`config.mk`:
```
export PLATFORM = sky130hd
export DESIGN_NAME = imem_program_loader
export DESIGN_NICKNAME = d
export VERILOG_FILES = /design/src/rtl/imem_program_loader.sv
export SDC_FILE = /design/constraint.sdc
export NUM_CORES = 1
export LEC_CHECK = 0
export ABC_AREA = 1
export CAP_MARGIN = 20
export CORE_ASPECT_RATIO = 1.75
export CORE_MARGIN = 8
export CORE_UTILIZATION = 46
export CTS_BUF_LIST = sky130_fd_sc_hd__clkbuf_2
export DETAILED_ROUTE_END_ITERATION = 7
export PLACE_DENSITY = 0.74
export SKIP_CTS_REPAIR_TIMING = 1
export SYNTH_ARGS = -nofsm -noshare
export SYNTH_HDL_FRONTEND = slang
export SYNTH_SLANG_ARGS = --single-unit
```
`constraint.sdc`:
```
create_clock -name clk -period 5.3 [get_ports clk]
set_clock_uncertainty 0.15 [all_clocks]
set_input_delay 1.06 -clock clk [delete_from_list [all_inputs] [get_ports clk]]
set_output_delay 1.06 -clock clk [all_outputs]
set_load 0.02 [all_outputs]
```
`src/rtl/imem_program_loader.sv`:
```
// imem_program_loader: assembles a byte stream into instruction words, NOP-fills the rest of imem, and holds the CPU in reset until the load completes
module imem_program_loader #(
    parameter int          ADDR_WIDTH = 10,
    parameter logic [31:0] NOP_WORD   = 32'h00000013
) (
    input  logic                  clk,
    input  logic                  reset,
    input  logic                  start,
    input  logic                  abort,
    input  logic [ADDR_WIDTH:0]   prog_len,
    input  logic                  s_valid,
    input  logic [7:0]            s_data,
    output logic                  s_ready,
    output logic                  imem_we,
    output logic [ADDR_WIDTH-1:0] imem_addr,
    output logic [31:0]           imem_wdata,
    output logic                  cpu_reset_hold,
    output logic                  busy,
    output logic                  done,
    output logic                  len_error
);
    localparam logic [ADDR_WIDTH:0] DEPTH_W = {1'b1, {ADDR_WIDTH{1'b0}}};
    typedef enum logic [2:0] {IDLE, RECV, WRITE, FILL, DONE} state_t;
    state_t state, state_n;
    logic [ADDR_WIDTH:0] len, word_ptr;
    logic [1:0] byte_idx;
    logic [31:0] word;
    logic loaded, xfer, kill, fill_last;
    // handshake and control decodes; s_ready is the only combinational output
    always_comb begin
        s_ready   = state == RECV;
        xfer      = s_valid && s_ready;
        kill      = abort && state != IDLE;
        fill_last = word_ptr[ADDR_WIDTH] || &word_ptr[ADDR_WIDTH-1:0];
    end
    // next-state logic; abort outside IDLE overrides every transition
    always_comb begin
        state_n = state;
        case (state)
            IDLE:    state_n = start ? (prog_len == '0 ? FILL : RECV) : IDLE;
            RECV:    state_n = xfer && byte_idx == 2'd3 ? WRITE : RECV;
            WRITE:   state_n = word_ptr + 1'b1 == len ? FILL : RECV;
            FILL:    state_n = fill_last ? DONE : FILL;
            DONE:    state_n = IDLE;
            default: state_n = IDLE;
        endcase
        if (kill) state_n = IDLE;
    end
    // state register
    always_ff @(posedge clk or posedge reset) begin
        if (reset) state <= IDLE;
        else state <= state_n;
    end
    // datapath and registered outputs; a memory write appears on the bus the cycle after WRITE/FILL decides it
    always_ff @(posedge clk or posedge reset) begin
        if (reset) begin
            imem_we        <= 1'b0;
            imem_addr      <= '0;
            imem_wdata     <= '0;
            busy           <= 1'b0;
            done           <= 1'b0;
            len_error      <= 1'b0;
            loaded         <= 1'b0;
            cpu_reset_hold <= 1'b1;
            byte_idx       <= '0;
            word_ptr       <= '0;
            len            <= '0;
            word           <= '0;
        end else begin
            imem_we        <= 1'b0;
            done           <= state == DONE && !kill;
            busy           <= state_n inside {RECV, WRITE, FILL};
            cpu_reset_hold <= ~loaded;
            if (kill) begin
                byte_idx <= '0;
                word_ptr <= '0;
                loaded   <= 1'b0;
            end else begin
                case (state)
                    IDLE: if (start) begin
                        len       <= prog_len > DEPTH_W ? DEPTH_W : prog_len;
                        len_error <= prog_len > DEPTH_W;
                        loaded    <= 1'b0;
                    end
                    RECV: if (xfer) begin
                        word[{byte_idx, 3'b000} +: 8] <= s_data;
                        byte_idx                      <= byte_idx + 1'b1;
                    end
                    WRITE: begin
                        imem_we    <= 1'b1;
                        imem_addr  <= word_ptr[ADDR_WIDTH-1:0];
                        imem_wdata <= word;
                        word_ptr   <= word_ptr + 1'b1;
                    end
                    FILL: if (!word_ptr[ADDR_WIDTH]) begin
                        imem_we    <= 1'b1;
                        imem_addr  <= word_ptr[ADDR_WIDTH-1:0];
                        imem_wdata <= NOP_WORD;
                        word_ptr   <= word_ptr + 1'b1;
                    end
                    DONE: begin
                        loaded   <= 1'b1;
                        word_ptr <= '0;
                    end
                    default: ;
                endcase
            end
        end
    end
endmodule

```
==> results.ini <==
[logic_synthesis]
ys_types = 38
syn_nets = 558
synth_flop_cell = dfrtp_1
avgSynthCellArea_um2 = 9.27
yosysWarnings = 0
netlist_instances = 527
ys_ff_latch = 107
synth_edf_count = 0
synth_area_mm2 = 0.00489
yosysSeqAreaShare = 0.548
async_flop_share = 1.00

[global_routing]
track_usage = 0.173
grt_overflow = 0
grt_start_max_net_pins = 82
top_usage_layer = met2
grt_pass1_vias = 4044
use_met2 = 0.319
groute.layer.met1.usage = 0.182
grt_antenna_before_repair = 1
use_met3 = 0.0306
grt_first_pass_wirelength_um = 19700

[setup_path]
critPathCaptureType = primary output
worstPathRequired_ps = 4090
startpoint_type = flip-flop
r2r_start = state[2]
reg2reg_depth = 8
reg2reg_to = imem_wdata[26]
worst_ep_arrival_time_ps = 2020
rrSetupSlack_ps = 2440
startpoint = state[1]
worstPathMaxFanout = 4
worstSetupPathType = reg -> out
cp-endpoint = s_ready

[timing]
setup_violations = 0
finalCriticalPeriod_ps = 3230
max_freq_mhz = 310
final.setup.tns_ps = 0
slew_violations = 0
grt_setup_unrepaired = no
min_period_over_period = 0.609
slew_headroom = 0.440
worst_pin_slew_ps = 837
fin_ws_ps = 2070
hold_violations = 0

[routing]
vias = 3891
wire_per_inst_um = 16.3
wl_um = 11800
drt_pass1_iterations = 4
first_iter_violations = 241
via_per_inst = 5.34
antenna_left = 0
drc_errors = 0

[clock_tree]
ctsRootBufferMaster = clkbuf_2
cts_tree = yes
cts_buffer_depth = 2
cts_buffers = 9
clk_latency_ps = 590
path_clk_slew_ps = 290
clock-sinks = 107
cts.htree.levels = 3

[placement]
gp_congestion = 0.896
place_ws_ps = 2000
portBuffers = 71
dp_cells = 710
dp_hpwl_um = 8940
placed_area_mm2 = 0.00564

[die]
io-pin-count = 72
dieArea_mm2 = 0.0143
initial_utilization = 0.465
core_mm2 = 0.0105
rows = 50
die_h_um = 152
die_x_um = 93.9

[final_layout]
final_common_cell = nand2_1
layout.cells.non_filler = 728
final_nets = 623
fin_area_mm2 = 0.00576
syn2layout_area_growth_pct = 18.0
drive_above_1_share = 0.0687
final_cell_mix = nand2_1 (122), dfrtp_1 (106), clkdlybuf4s50_1 (71), inv_1 (58), o21ai_0 (55)

[pwr]
leakagePower_nw = 2.63
p_total_mw = 2.41
power.density_mw_per_mm2 = 418
peakVddDrop_mv = 0.216

[status]
outcome = complete, no violations

[hold_path]
min_path_type = reg -> reg

[flow_run]
cap_viol_max_count = 0

per-layer routing:
metal,up-vias,share of wire
li1,1886,-
met1,1900,0.38
met2,90,0.56
met3,15,0.045
met4,0,0.020
met5,-,0
cell families (layout without fill, tap and decap cells):
logic type / Yosys count / in the layout / share of synthesized area
adder cells (fa/ha/maj): 7 / 7 / 0.0179
XOR/XNOR: 5 / 5 / 0.0146
other: 0 / 1 / 0
AND/OR/NAND/NOR: 203 / 203 / 0.191
AO/OA/AOI/OAI: 115 / 115 / 0.143
flip-flops: 107 / 107 / 0.548
buffers and inverters: 90 / 160 / 0.0853
layout make-up:
class | count | area [um2]
well taps | 130 | 163
diodes | 1 | 2.50
flip-flops and latches | 107 | 2680
repair buffers | 74 | 753
clock inverters | 7 | 53.8
inverters | 70 | 275
multi-input cells | 330 | 1790
fillers | 954 | 4750
clock buffers | 9 | 45.0
Yosys cell counts, types with 7 or more instances:
cell type / instances / share of area
o31ai_1: 21 / 0.032
o21ai_0: 55 / 0.056
inv_1: 59 / 0.045
ha_1: 7 / 0.018
nor2_1: 25 / 0.019
nand2_1: 123 / 0.094
nand3_1: 30 / 0.031
nand4_1: 12 / 0.015
o22ai_1: 13 / 0.017
o21ai_1: 7 / 0.0072
dfrtp_1: 106 / 0.54
buf_6: 7 / 0.016
o41ai_1: 7 / 0.013
worst min path at each step:
stage                           to    from  cells past startpoint  slack (ps)
floorplan           cpu_reset_hold  loaded                      1         210
global placement    cpu_reset_hold  loaded                      1         240
detailed placement  cpu_reset_hold  loaded                      1         250
CTS                 cpu_reset_hold  loaded                      1         290
global route        cpu_reset_hold  loaded                      1         310
finish              cpu_reset_hold  loaded                      1         280
registers in the layout, indices dropped and copies added, names as in the netlist:
name / count
word: 32
imem_addr: 10
word_ptr: 11
busy: 1
imem_wdata: 32
imem_we: 1
len_error: 1
loaded: 1
cpu_reset_hold: 1
len: 11
byte_idx: 2
state: 3
done: 1
power breakdown:
group / total [mW] / switching [mW] / internal [mW] / leakage [nW]
logic: 0.947 / 0.588 / 0.359 / 1.14
clock network: 0.340 / 0.275 / 0.0645 / 0.0561
registers: 1.12 / 0.111 / 1.01 / 1.43
total: 2.41 / 0.975 / 1.43 / 2.63
worst max-delay path: stages, from the launching register on:
cell and delay (ps):
dfrtp_1 520, nor3_4 260, clkdlybuf4s50_1 650
through the flow:
stage / util / hold slack [ps]
after floorplan: - / 211
after global placement: 0.536 / 241
after detailed placement: 0.536 / 254
after CTS: 0.546 / 287
after global routing: 0.548 / 311
final: 0.548 / 280
(Power assumes the default switching activity.)
